## config.mk

```make
export PLATFORM = sky130hd
export DESIGN_NAME = siso_johnson_banks
export DESIGN_NICKNAME = d
export VERILOG_FILES = /design/src/rtl/siso_johnson_banks.sv
export SDC_FILE = /design/constraint.sdc
export NUM_CORES = 1
export LEC_CHECK = 0
export ABC_CLOCK_PERIOD_IN_PS = 1770
export BUFFER_PORTS_ARGS = -buffer_cell sky130_fd_sc_hd__buf_4
export CAP_MARGIN = 20
export CELL_PAD_IN_SITES_DETAIL_PLACEMENT = 0
export CELL_PAD_IN_SITES_GLOBAL_PLACEMENT = 2
export CORE_MARGIN = 5
export CORE_UTILIZATION = 39
export CTS_CLUSTER_SIZE = 10
export DETAILED_ROUTE_END_ITERATION = 6
export GPL_TIMING_DRIVEN = 0
export MAX_ROUTING_LAYER = met4
export PLACE_DENSITY = 0.8
export REMOVE_ABC_BUFFERS = 1
export SYNTH_ARGS = -nofsm -noshare
export SYNTH_HDL_FRONTEND = slang
export SYNTH_SLANG_ARGS = --single-unit
```

## constraint.sdc

```tcl
create_clock -name CLK -period 1.77 [get_ports CLK]
set_input_delay 0.0885 -clock CLK [delete_from_list [all_inputs] [get_ports CLK]]
set_output_delay 0.0885 -clock CLK [all_outputs]
set_load 0.05 [all_outputs]
```

## src/rtl/siso_johnson_banks.sv

```systemverilog
// Banked SISO delay line: DIN reappears on D_OUT 8*BANK_DEPTH enabled cycles later.
// Latency: D_OUT registered; DIN of enabled cycle n appears after enabled edge n+DLY.
// Backpressure: SHIFT_EN low freezes all state; PULSES is zero while stalled.
module siso_johnson_banks #(
    parameter int BANK_DEPTH = 4,
    parameter int CNT_W      = 6
) (
    input  logic       CLK,
    input  logic       RESET,
    input  logic       SHIFT_EN,
    input  logic       DIN,
    output logic       D_OUT,
    output logic [3:0] JOHNSON,
    output logic [7:0] PULSES,
    output logic       PRIMED
);

    localparam int DLY = 8 * BANK_DEPTH;

    logic [3:0]            j_q;
    logic [BANK_DEPTH-1:0] bank_q [8];
    logic [CNT_W-1:0]      fill_q;
    logic                  primed_q;
    logic                  d_out_q;
    logic                  j_legal;
    logic [2:0]            bank_idx;

    // Decode the Johnson state into a bank index; the 8 unused codes are illegal.
    always_comb begin
        j_legal  = 1'b1;
        bank_idx = 3'd0;
        case (j_q)
            4'b0000: bank_idx = 3'd0;
            4'b0001: bank_idx = 3'd1;
            4'b0011: bank_idx = 3'd2;
            4'b0111: bank_idx = 3'd3;
            4'b1111: bank_idx = 3'd4;
            4'b1110: bank_idx = 3'd5;
            4'b1100: bank_idx = 3'd6;
            4'b1000: bank_idx = 3'd7;
            default: j_legal  = 1'b0;
        endcase
    end

    // One-hot write strobe for the bank accessed this cycle.
    always_comb begin
        PULSES = 8'h00;
        if (SHIFT_EN && j_legal) begin
            PULSES[bank_idx] = 1'b1;
        end
    end

    // Johnson counter: advance on enable, self-heal from illegal codes unconditionally.
    always_ff @(posedge CLK) begin
        if (RESET) begin
            j_q <= 4'b0000;
        end else if (!j_legal) begin
            j_q <= 4'b0000;
        end else if (SHIFT_EN) begin
            j_q <= {j_q[2:0], ~j_q[3]};
        end
    end

    // Only the selected bank shifts; its oldest bit becomes the output.
    always_ff @(posedge CLK) begin
        if (RESET) begin
            for (int i = 0; i < 8; i++) begin
                bank_q[i] <= '0;
            end
            d_out_q <= 1'b0;
        end else if (SHIFT_EN && j_legal) begin
            bank_q[bank_idx] <= {bank_q[bank_idx][BANK_DEPTH-2:0], DIN};
            d_out_q          <= bank_q[bank_idx][BANK_DEPTH-1];
        end
    end

    // Saturating fill counter; PRIMED registers the compare so it rises with the first real data bit.
    always_ff @(posedge CLK) begin
        if (RESET) begin
            fill_q   <= '0;
            primed_q <= 1'b0;
        end else if (SHIFT_EN) begin
            if (fill_q != CNT_W'(DLY)) begin
                fill_q <= fill_q + CNT_W'(1);
            end
            primed_q <= (fill_q == CNT_W'(DLY));
        end
    end

    assign D_OUT   = d_out_q;
    assign JOHNSON = j_q;
    assign PRIMED  = primed_q;

endmodule
```

==> flow_metrics.env, run 1 <==
export IMPL_antenna_found_initial=0
export IMPL_io_buffers=17
export IMPL_fillers=578
export IMPL_ys_types=48
export IMPL_via_per_inst=5.51
export IMPL_violations="negative setup slack"
export IMPL_dieArea_mm2=0.00783
export IMPL_max_cap_violations=0
export IMPL_hold_viol=0
export IMPL_cp_max_fo=8
export IMPL_rows=28
export IMPL_rrSetupSlack_ps=-110
export IMPL_area_growth_pct=17.4
export IMPL_arrival_ps=1940
export IMPL_grt_ovfl_total=0
export IMPL_syn_area_mm2=0.00240
export IMPL_ys_seq_area_frac=0.500
export IMPL_diodes=0
export IMPL_max_freq_ghz=0.531
export IMPL_clock_sink_count=44
export IMPL_cts_tree="done"
export IMPL_wl_um=5840
export IMPL_critPathCaptureType="register"
export IMPL_numCtsBuffers=5
export IMPL_period_minus_slack_ps=1880
export IMPL_setup_ws_ps=-114
export IMPL_clkLatencyLatePin_ps=300
export IMPL_rsz0062_at_grt="yes"
export IMPL_placed_cell_area_mm2=0.00257
export IMPL_finalSetupViolCount=12
export IMPL_layout_drive_gt1_share=0.258
export IMPL_yosys_warnings=0
export IMPL_fin_util=0.473
export IMPL_hold_path_class="input port to register"
export IMPL_hold_ws_ps=135
export IMPL_synth_seq_cells=44
export IMPL_grt_total_usage=0.166
export IMPL_route_detailed_drc=0
export IMPL_max_clock_path_buffers=2
export IMPL_htreeDepth=2
export IMPL_die_w_um=88.5
export IMPL_drt_iter0_drc=112
export IMPL_start_util=0.403
export IMPL_vias=1823
export IMPL_gp_congestion=0.746
export IMPL_finalClockSkew_ps=9.76
export IMPL_synthCells=237
export IMPL_place_ws_ps=-741
export IMPL_grt_pass1_wl_um=9400
export IMPL_grt_max_degree=36
export IMPL_clkTransAtPathRegs_ps=80
export IMPL_core_area_mm2=0.00596
export IMPL_worstMarginPinSlew_ps=541
export IMPL_drv_slew=0
export IMPL_outcome="finished, violations left"
export IMPL_dp_cells=313
export IMPL_nNetsFinal=261
export IMPL_crit_type="register to register"
export IMPL_routedWlPerCell_um=17.6
export IMPL_critPathLaunchType="register"
export IMPL_fin_area_mm2=0.00282
export IMPL_slew_headroom=0.636
export IMPL_finalCritPeriodShare=1.06
export IMPL_p_leak_nw=1.05
export IMPL_finalNonFillerCells=331
export IMPL_dr_pass1_iters=4
export IMPL_vdd_drop_max_mv=0.506
export IMPL_syn_avg_cell_area_um2=10.1
export IMPL_drtAntennaViolNets=0
export IMPL_io_pins=18
export IMPL_die_h_um=88.5
export IMPL_hpwl_um=3760
export IMPL_grt_pass1_vias=1813
export IMPL_power_density_mw_per_mm2=791
export IMPL_clockRootBuffer="clkbuf_8"
export IMPL_worstPathRequired_ps=1820
## placed cells by master, fill, tap and decap left out, types with 5 or more instances in the layout
master,Yosys,layout
nor2_1,46,42
edfxtp_1,32,32
buf_4,2,25
nand2_1,13,13
nor3_1,9,9
dfxtp_1,12,8
or2_2,8,8
mux2i_1,6,6
inv_1,5,5
a21oi_1,5,5
clkbuf_8,0,5
## cell usage after synthesis (all sizes together)
cell type  count  area (µm²)
ha             2        25.0
buf           15        98.8
or2            8        50.1
xnor2          1        8.76
a22oi          1        7.51
a32oi          1        8.76
a21o           1        7.51
xor2           3        26.3
nor2b          4        25.0
o21ai          4        20.0
mux2i          6        60.1
clkbuf         3        11.3
nor3           9        45.0
nand3b         4        30.0
nor4           1        6.26
a21boi         3        22.5
nand2b         4        25.0
o21ba          1        10.0
nand2         13        48.8
a21oi          5        25.0
a2bb2oi        1        8.76
inv            5        18.8
and3b          3        26.3
nor2          46         173
a41o           1        10.0
o21bai         4        30.0
or4b           1        10.0
nand3          3        15.0
a31oi          2        12.5
and3           5        31.3
nor3b          2        15.0
o221ai         3        26.3
and2           4        25.0
a311o          1        10.0
dfxtp         12         240
nand4          3        18.8
o21a           4        30.0
mux2           9         101
a222oi         2        20.0
a32o           3        32.5
nor4b          2        23.8
edfxtp        32         961
## worst max-delay path, cell delays in order (launching register included)
cell	delay, ps
dfxtp_4	360
buf_16	140
mux2_4	290
a222oi_1	410
a32o_2	370
nor2_1	70
## timing repair
action / 4_1_cts / 5_1_grt
hold buffers: 0 / 0
setup buffers: 9 / 1
gates resized for setup: 13 / 7
setup endpoints to repair: 75 / 23
pin swaps: 17 / 11
## cell families (layout without fill, tap and decap cells)
| logic type | Yosys count | after routing | share of synthesized area |
|---|---|---|---|
| AO/OA/AOI/OAI | 37 | 37 | 0.117 |
| multiplexers | 15 | 15 | 0.0672 |
| buffers and inverters | 23 | 42 | 0.0537 |
| adder cells (fa/ha/maj) | 2 | 2 | 0.0104 |
| flip-flops | 44 | 44 | 0.500 |
| XOR/XNOR | 4 | 4 | 0.0146 |
| AND/OR/NAND/NOR | 112 | 112 | 0.237 |
## registers in the layout (all words and copies together), names as in the netlist
name	flops
D_OUT	1
JOHNSON	4
PRIMED	1
bank_q	32
fill_q	6
## final timing paths
kind | from | endpoint | cells after the start
worst max-delay path | JOHNSON[1] | bank_q[5][1] | 5
worst min-delay path | RESET | JOHNSON[0] | 2
worst max register to register | JOHNSON[1] | bank_q[5][1] | 5
worst min register to register | D_OUT | D_OUT | 2
## stage by stage
| stage | total power [W] | TNS, ps |
|---|---|---|
| 2_1_floorplan | 0.00138 | -55830 |
| 3_3_place_gp | 0.00146 | -42080 |
| 3_5_place_dp | 0.00147 | -31210 |
| 4_1_cts | 0.00223 | -1190 |
| 5_1_grt | 0.00232 | -2410 |
| 6_report | 0.00223 | -1130 |
## power by group
part,switching (W),internal [W]
clock network,0.000347,0.000411
registers,0.0000340,0.00114
logic,0.000177,0.000119
## per-layer routing
layer  track usage  vias up  wire length (µm)
met4        0.0536        0                80
met2         0.264       38              2750
li1              -      893                 -
met1         0.215      885              2800
met5             -        -                 0
met3        0.0279        7               205
## layout make-up
class / instances / area, µm² / share of cell area
clock inverter: 3 / 37.5 / 0.0133
tap: 75 / 93.8 / 0.0333
timing repair buffer: 29 / 265 / 0.0941
inverter: 5 / 18.8 / 0.00666
multi-input combinational: 170 / 1120 / 0.397
clock buffer: 5 / 68.8 / 0.0244
sequential: 44 / 1220 / 0.431
No activity file was read; power rests on OpenSTA's default activity.
==> run 2: changes to the inputs <==
--- a/config.mk
+++ b/config.mk
@@ -10,6 +10,7 @@
 export CAP_MARGIN = 20
 export CELL_PAD_IN_SITES_DETAIL_PLACEMENT = 0
 export CELL_PAD_IN_SITES_GLOBAL_PLACEMENT = 2
+export CORE_ASPECT_RATIO = 0.8
 export CORE_MARGIN = 5
 export CORE_UTILIZATION = 39
 export CTS_CLUSTER_SIZE = 10
==> run 2 against run 1 <==
  * Critical path depth shrank 1
  * Combinational power is 3% lower
  * Die area grew 0.12%
  * The run still ends with negative setup slack left
  * Register-to-register slack better by 40 ps
  * Via count decreased by 0.11%
  * Clock power is 21% lower
  * Global-route usage down 0.46 points
  * Worst setup slack better by 38 ps
  * Clock skew shrank 5.9 ps
  * Sequential power barely moved
  * Fmax is 2.1% higher
==> flow_metrics.env, run 2 (synthesized netlist as in run 1, its figures left out) <==
export IMPL_rows=25
export IMPL_hold_ws_ps=135
export IMPL_route_detailed_drc=0
export IMPL_setup_ws_ps=-76.0
export IMPL_regMostFlops="bank_q"
export IMPL_dieArea_mm2=0.00784
export IMPL_core_area_mm2=0.00594
export IMPL_dr_pass1_iters=4
export IMPL_fin_util=0.475
export IMPL_violations="negative setup slack"
export IMPL_crit_start="bank_q[0][0]"
export IMPL_die_w_um=97.7
export IMPL_p_leak_nw=1.06
export IMPL_hold_viol=0
export IMPL_rrSetupSlack_ps=-80
export IMPL_grt_ovfl_total=0
export IMPL_hold_path_class="input port to register"
export IMPL_area_growth_pct=17.7
export IMPL_grt_pass1_wl_um=9410
export IMPL_nNetsFinal=264
export IMPL_vdd_drop_max_mv=0.373
export IMPL_setup_tns_ps=-712
export IMPL_die_h_um=80.2
export IMPL_layout_drive_gt1_share=0.266
export IMPL_critPathCaptureType="register"
export IMPL_numCtsBuffers=5
export IMPL_power_density_mw_per_mm2=732
export IMPL_finalSetupViolCount=12
export IMPL_grt_pass1_vias=1789
export IMPL_holdCritStartpoint="RESET"
export IMPL_max_clock_path_buffers=2
export IMPL_worstPathRequired_ps=1810
export IMPL_grt_max_degree=36
export IMPL_outcome="finished, violations left"
export IMPL_clockRootBuffer="clkbuf_8"
export IMPL_period_minus_slack_ps=1850
export IMPL_largest_register_ffs=32
export IMPL_critPathMaxStageDelay_ps=440
export IMPL_multi_input_area_mm2=0.00113
export IMPL_final_common_cell="nor2_1"
export IMPL_clkTransAtPathRegs_ps=80
export IMPL_wl_um=5990
export IMPL_total_power_w=0.00207
export IMPL_gp_congestion=0.802
export IMPL_slowest_stage="a222oi_1"
export IMPL_io_pins=18
export IMPL_arrival_ps=1890
export IMPL_vias=1821
export IMPL_regArea_mm2=0.00122
export IMPL_diodes=0
export IMPL_drt_iter0_drc=154
export IMPL_finalCritPeriodShare=1.04
export IMPL_hold_buffers=0
export IMPL_slew_headroom=0.624
export IMPL_regToRegStartpoint="bank_q[0][0]"
export IMPL_hpwl_um=3710
export IMPL_start_util=0.404
export IMPL_rsz0062_at_grt="yes"
export IMPL_clkLatencyLatePin_ps=290
export IMPL_clock_sink_count=44
export IMPL_max_cap_violations=0
export IMPL_cts_tree="done"
export IMPL_drv_slew=0
export IMPL_via_per_inst=5.36
export IMPL_cp_max_fo=6
export IMPL_crit_chain="mux2_4 > a222oi_1 > a32o_2 > nor2_1"
export IMPL_antenna_found_initial=0
export IMPL_crit_buf_inv=0
export IMPL_layout_common_cells="45 x nor2_1, 32 x edfxtp_1, 27 x buf_4, 13 x nand2_1, 9 x nor3_1"
export IMPL_finalClockSkew_ps=3.85
export IMPL_crit_type="register to register"
export IMPL_drtAntennaViolNets=0
export IMPL_cp_top_family="compound AO/OA/AOI/OAI gates"
export IMPL_routedWlPerCell_um=17.6
export IMPL_max_freq_ghz=0.542
export IMPL_grt_total_usage=0.161
export IMPL_htreeDepth=2
export IMPL_worstMarginPinSlew_ps=558
export IMPL_fillers=594
export IMPL_io_buffers=17
export IMPL_critPathLaunchType="register"
-- run 2: cell types whose count changed in the layout (fill, tap and decap cells not counted), moves of 2 or more --
cell / before / now
buf_16: 2 / 0
buf_4: 25 / 27
buf_6: 2 / 4
clkbuf_1: 0 / 2
mux2_1: 2 / 0
mux2_4: 3 / 5
nor2_1: 42 / 45
nor2_2: 4 / 1
-- run 2: worst paths after layout --
path         cells past startpoint      endpoint
max reg2reg                      4  bank_q[7][1]
min                              2    JOHNSON[2]
min reg2reg                      2         D_OUT
max                              4  bank_q[7][1]
-- run 2: where the power goes --
group          switching (W)  total, W  internal [W]
clock network       0.000326  0.000601      0.000275
registers          0.0000363   0.00118       0.00114
logic               0.000174  0.000288      0.000114
total               0.000536   0.00207       0.00153
-- run 2: metrics by stage --
step	cells	instance area, µm²	setup WS [ps]
CTS	339	2790	-74.3
global placement	317	2520	-975
detailed placement	318	2550	-914
finish	340	2830	-76.0
global route	340	2830	-176
floorplan	219	2290	-1630
-- run 2: timing repair --
item	CTS	global route
pin swaps	12	12
hold endpoints to repair	0	0
endpoints found under the setup margin	78	26
resized for setup	14	9
buffers inserted	12	2
cloned	1	0
-- run 2: area by class of cell --
class,instances,area share
well taps,81,0.0359
repair buffers,32,0.0992
flip-flops and latches,44,0.430
clock inverters,1,0.00133
inverters,5,0.00664
clock buffers,7,0.0270
multi-input cells,170,0.399
-- run 2: metal layers --
| layer | track usage | vias to the layer above | share of wire |
|---|---|---|---|
| met3 | 0.0330 | 4 | 0.048 |
| met1 | 0.215 | 889 | 0.49 |
| met5 | - | - | 0 |
| met4 | 0.0443 | 0 | 0.0073 |
| met2 | 0.252 | 36 | 0.46 |
| li1 | - | 892 | - |
